--- src/rtl/micro_sequencer.sv ---
// micro_sequencer: uPC register and 16-entry control store
// with memory-ready stall, illegal-dispatch recovery and instret.
module micro_sequencer #(
  parameter int CNT_W      = 32,
  parameter int LAST_STATE = 10
) (
  input  logic             clk,
  input  logic             reset,
  input  logic [3:0]       nextAddr,
  input  logic             memReady,
  output logic [3:0]       currAddr,
  output logic [2:0]       addrCtl,
  output logic             adrSrc,
  output logic             irWrite,
  output logic [1:0]       aluSrcA,
  output logic [1:0]       aluSrcB,
  output logic [1:0]       aluOp,
  output logic [1:0]       resultSrc,
  output logic             pcUpdate,
  output logic             regWrite,
  output logic             memWrite,
  output logic             branch,
  output logic             memReq,
  output logic             illegalOp,
  output logic [CNT_W-1:0] instret
);

  localparam logic [3:0] LAST = 4'(LAST_STATE);

  typedef enum logic [3:0] {
    S_FETCH  = 4'd0,
    S_DECODE = 4'd1,
    S_MEMADR = 4'd2,
    S_MEMRD  = 4'd3,
    S_MEMWB  = 4'd4,
    S_MEMWR  = 4'd5,
    S_EXER   = 4'd6,
    S_ALUWB  = 4'd7,
    S_EXEI   = 4'd8,
    S_JAL    = 4'd9,
    S_BEQ    = 4'd10
  } state_t;

  logic [3:0]       r_upc;
  logic             r_illegal;
  logic [CNT_W-1:0] r_instret;

  logic [3:0] w_upc_nxt;
  logic       w_ill;
  logic       w_ret;
  logic       w_stall;
  logic       w_ir;
  logic       w_pc;
  logic       w_mw;

  // Control store: Moore decode of the uPC.
  always_comb begin
    addrCtl   = 3'd3;
    adrSrc    = 1'b0;
    w_ir      = 1'b0;
    aluSrcA   = 2'b00;
    aluSrcB   = 2'b00;
    aluOp     = 2'b00;
    resultSrc = 2'b00;
    w_pc      = 1'b0;
    regWrite  = 1'b0;
    w_mw      = 1'b0;
    branch    = 1'b0;
    memReq    = 1'b0;
    unique case (r_upc)
      S_FETCH: begin
        w_ir      = 1'b1;
        aluSrcB   = 2'b10;
        resultSrc = 2'b10;
        w_pc      = 1'b1;
        memReq    = 1'b1;
        addrCtl   = 3'd0;
      end
      S_DECODE: begin
        aluSrcA = 2'b01;
        aluSrcB = 2'b01;
        addrCtl = 3'd1;
      end
      S_MEMADR: begin
        aluSrcA = 2'b10;
        aluSrcB = 2'b01;
        addrCtl = 3'd2;
      end
      S_MEMRD: begin
        adrSrc  = 1'b1;
        memReq  = 1'b1;
        addrCtl = 3'd0;
      end
      S_MEMWB: begin
        resultSrc = 2'b01;
        regWrite  = 1'b1;
      end
      S_MEMWR: begin
        adrSrc = 1'b1;
        w_mw   = 1'b1;
        memReq = 1'b1;
      end
      S_EXER: begin
        aluSrcA = 2'b10;
        aluOp   = 2'b10;
        addrCtl = 3'd0;
      end
      S_ALUWB: regWrite = 1'b1;
      S_EXEI: begin
        aluSrcA = 2'b10;
        aluSrcB = 2'b01;
        aluOp   = 2'b10;
        addrCtl = 3'd4;
      end
      S_JAL: begin
        aluSrcA = 2'b01;
        aluSrcB = 2'b10;
        w_pc    = 1'b1;
        addrCtl = 3'd4;
      end
      S_BEQ: begin
        aluSrcA = 2'b10;
        aluOp   = 2'b01;
        branch  = 1'b1;
      end
      default: addrCtl = 3'd3;
    endcase
  end

  assign w_stall  = memReq & ~memReady;
  assign irWrite  = w_ir & ~w_stall;
  assign pcUpdate = w_pc & ~w_stall;
  assign memWrite = w_mw & ~w_stall;

  // Next uPC, illegal-dispatch detect and retire qualifier.
  always_comb begin
    w_upc_nxt = r_upc;
    w_ill     = 1'b0;
    w_ret     = 1'b0;
    if (!w_stall) begin
      if (nextAddr > LAST) begin
        w_upc_nxt = 4'd0;
        w_ill     = 1'b1;
      end else begin
        w_upc_nxt = nextAddr;
      end
      w_ret = ~w_ill & ((r_upc == S_MEMWB) |
                        (r_upc == S_MEMWR) |
                        (r_upc == S_ALUWB) |
                        (r_upc == S_BEQ));
    end
  end

  // uPC, illegal pulse and retired-instruction counter.
  always_ff @(posedge clk or posedge reset) begin
    if (reset) begin
      r_upc     <= 4'd0;
      r_illegal <= 1'b0;
      r_instret <= '0;
    end else begin
      r_upc     <= w_upc_nxt;
      r_illegal <= w_ill;
      if (w_ret) r_instret <= r_instret + CNT_W'(1);
    end
  end

  assign currAddr  = r_upc;
  assign illegalOp = r_illegal;
  assign instret   = r_instret;

endmodule

--- config.mk ---
export PLATFORM = sky130hd
export DESIGN_NAME = micro_sequencer
export DESIGN_NICKNAME = d
export VERILOG_FILES = /design/src/rtl/micro_sequencer.sv
export SDC_FILE = /design/constraint.sdc
export NUM_CORES = 1
export LEC_CHECK = 0
export CORE_ASPECT_RATIO = 1.4
export CORE_MARGIN = 4
export CORE_UTILIZATION = 46
export DETAILED_ROUTE_END_ITERATION = 16
export PLACE_DENSITY = 0.84
export SYNTH_ARGS = -nofsm -noshare
export SYNTH_HDL_FRONTEND = slang
export SYNTH_SLANG_ARGS = --single-unit
export TNS_END_PERCENT = 30
--- constraint.sdc ---
create_clock -name clk -period 2.2 [get_ports clk]
set_clock_uncertainty 0.05 [all_clocks]
set_input_delay 0.44 -clock clk [delete_from_list [all_inputs] [get_ports clk]]
set_output_delay 0.44 -clock clk [all_outputs]
set_load 0.03 [all_outputs]
==> results.sh <==
export IMPL_critPathRequiredTime_ns=1.71
export IMPL_start_kind="flip-flop"
export IMPL_n_antenna_cell=0
export IMPL_route_detailed_drc=0
export IMPL_switching_share=0.3656
export IMPL_stdcell_area_mm2=0.002718
export IMPL_n_fill_cell=337
export IMPL_relSlewSlack=0.6929
export IMPL_synth_xor_area_frac=0.1510
export IMPL_routedWlPerCell_um=13.70
export IMPL_die_y_um=84.33
export IMPL_clock_latency_ns=0.29
export IMPL_synthArstFlopShare=1.000
export IMPL_power_density_mw_per_mm2=731.1
export IMPL_internal_power_mw=1.260
export IMPL_clockBufferDepth=2
export IMPL_ant_nets=0
export IMPL_ir_drop_uv=550.6
export IMPL_drt_iter0_drc=44
export IMPL_reg2reg_depth=7
export IMPL_cts_tree="built"
export IMPL_worst_hold_path_type="flip-flop to flip-flop"
export IMPL_seqPwrFrac=0.402
export IMPL_critPathMaxFanout=13
export IMPL_fin_tns_setup_ns=0
export IMPL_synth_common_cells="dfrtp_1 (37), nand2_1 (21), nor2_1 (21), xor2_1 (20), xnor2_1 (13)"
export IMPL_synth_net_count=206
export IMPL_htree_levels=2
export IMPL_gp_congestion=0.7746
export IMPL_multi_input_area_um2=940.9
export IMPL_worstMarginPinSlew_ns=0.4607
export IMPL_synth_area_leader_cell="dfrtp_1"
export IMPL_yosys_top_cells_area="dfrtp_1 (48%), xor2_1 (9.2%), xnor2_1 (5.9%)"
export IMPL_synth_warnings=0
export IMPL_synth_top_area_share=0.4837
export IMPL_timing_fmax_mhz=470.4
export IMPL_worstPathArrival_ns=1.64
export IMPL_grt_ovfl_total=0
export IMPL_hold_depth=1
export IMPL_wirelength_um=4328
export IMPL_synth_flop_cell="dfrtp_1"
export IMPL_vias_per_cell=5.168
export IMPL_maxSlewViolCount=0
export IMPL_post_cts_buffers=0
export IMPL_clock_power_share=0.245
export IMPL_grt_pass1_wl_um=7638
export IMPL_grt_pass1_vias=1692
export IMPL_yosysMostFrequentCell="dfrtp_1"
export IMPL_layout_drive_gt1_share=0.1685
export IMPL_synth_compound_area_frac=0.04771
export IMPL_synth_top_family_by_area="simple AND/OR/NAND/NOR gates"
export IMPL_synth_enable_flop_cells=0
export IMPL_setup_worst_path_class="flip-flop to output pin"
export IMPL_ios=62
export IMPL_synth_cells=198
export IMPL_cts_made_buffers=5
export IMPL_syn_avg_cell_area_um2=9.668
export IMPL_end_kind="output pin"
export IMPL_initial_utilization=0.4802
export IMPL_dpl_hpwl_um=3257
export IMPL_cts_root_buf="clkbuf_8"
export IMPL_seq_area_um2=925.9
export IMPL_finalCritPeriodShare=0.9662
export IMPL_die_w_um=62.52
export IMPL_finalNetCount=281
export IMPL_coreArea_mm2=0.003986
export IMPL_ctsHoldBuffers=0
export IMPL_p_total_mw=1.987
export IMPL_comb_power_share=0.353
export IMPL_yosysSeqAreaShare=0.4837
export IMPL_fp_dieArea_mm2=0.005272
export IMPL_grt_util_all_layers=0.1791
export IMPL_io_buffer_count=61
export IMPL_synthAdderAreaFrac=0.006536
export IMPL_clk_pin_slew_worst_paths_ns=0.07
export IMPL_hold_worst_slack_ns=0.4132
export IMPL_max_cap_violations=0
export IMPL_place_area_mm2=0.002638
export IMPL_antenna_found_initial=0
export IMPL_rsz0062_at_grt="true"
export IMPL_p_leak_nw=1.295
export IMPL_fp_row_count=27
export IMPL_p_sw_mw=0.7263
export IMPL_ys_ff_latch=37
export IMPL_vias=1633
export IMPL_synth_simple_area_share=0.2601
export IMPL_synthToLayoutAreaGrowth_pct=41.96
export IMPL_min_period_ns=2.126
export IMPL_drt_pre_antenna_iters=4
export IMPL_status="finished, final reports clean"
export IMPL_finalHoldViolations=0
export IMPL_synthesis_area_mm2=0.001914
export IMPL_muxShareOfSynthArea=0.01111
export IMPL_ys_types=34
export IMPL_cts_sinks=37
export IMPL_final_setup_viol_count=0
export IMPL_grt_max_degree=38
-- critical path, stage by stage (launching register included) --
cell and delay (ns):
dfrtp_1 0.43, buf_4 0.21, nor2_1 0.18, o21ai_0 0.10, nand2_1 0.07, clkdlybuf4s15_1 0.36
-- sequential cells by signal (all words and copies together), names as in the netlist --
signal,flops
currAddr,4
instret,32
illegalOp,1
-- power groups by stage --
stage          sequential (mW)  combinational (mW)  clock [mW]
2_1_floorplan            0.891               0.337           0
3_3_place_gp             0.805               0.707           0
3_5_place_dp             0.808               0.722           0
4_1_cts                  0.799               0.710       0.499
5_1_grt                  0.808               0.758       0.522
6_report                 0.799               0.701       0.487
-- stage by stage --
step / cells / worst slack, ns / util
2_1_floorplan: 198 / -0.1656 / -
3_3_place_gp: 309 / -0.1584 / 0.6616
3_5_place_dp: 309 / -0.1840 / 0.6616
4_1_cts: 316 / 0.03682 / 0.6839
5_1_grt: 316 / -0.01097 / 0.6817
6_report: 316 / 0.07428 / 0.6817
-- path summary, 6_finish.rpt --
check                                          end                    start  slack (ns)
hold reg to reg            instret[31]$_DFFE_PP0P_  instret[31]$_DFFE_PP0P_        0.41
max in group asynchronous   instret[9]$_DFFE_PP0P_                    reset        1.27
hold / removal             instret[31]$_DFFE_PP0P_  instret[31]$_DFFE_PP0P_        0.41
setup / recovery                        addrCtl[0]  currAddr[1]$_DFFE_PP0N_        0.07
setup reg to reg           instret[12]$_DFFE_PP0P_  currAddr[1]$_DFFE_PP0N_        0.19
min in group asynchronous      illegalOp$_DFF_PP0_                    reset        0.50
-- what timing repair did --
| item | CTS | global route |
|---|---|---|
| cloned | 0 | 0 |
| pin swaps | 0 | 2 |
| endpoints found under the setup margin | 9 | 5 |
| gates resized for setup | 13 | 11 |
-- layout make-up --
type,instances,share of cell area
Multi-Input combinational cell,146,0.3462
Sequential cell,37,0.3407
Timing Repair Buffer,76,0.2505
Clock buffer,6,0.03039
Tap cell,43,0.01980
Inverter,7,0.009668
Clock inverter,1,0.002762
-- layout by cell type (no fill, tap or decap), drive strengths merged --
cell type,n
a211oi,2
a21oi,7
a31o,1
and2,4
and3,2
and3b,1
and4,1
and4bb,1
buf,25
clkbuf,8
clkdlybuf4s15,2
clkdlybuf4s50,43
clkinvlp,1
dfrtp,37
dlygate4sd2,4
ha,1
inv,7
mux2,1
mux2i,1
nand2,21
nand2b,5
nand3,10
nand4,8
nand4b,1
nor2,21
nor2b,4
nor3,11
nor4,4
o21ai,3
o2bb2ai,1
or3,1
or3b,1
xnor2,13
xor2,20
-- metal layers --
layer	track usage	wire, µm	vias up
li1	-	-	812
met1	0.2041	1820	762
met2	0.3184	2207	51
met3	0.04150	211	8
met4	0.07631	88	0
met5	0	0	-
-- logic make-up after synthesis --
group           count (synthesis)
simple gates                   96
flops                          37
xor+xnor                       33
buf+inv                        15
compound gates                 14
mux                             2
fa+ha+maj                       1
Power figures use the tool's default switching activity.
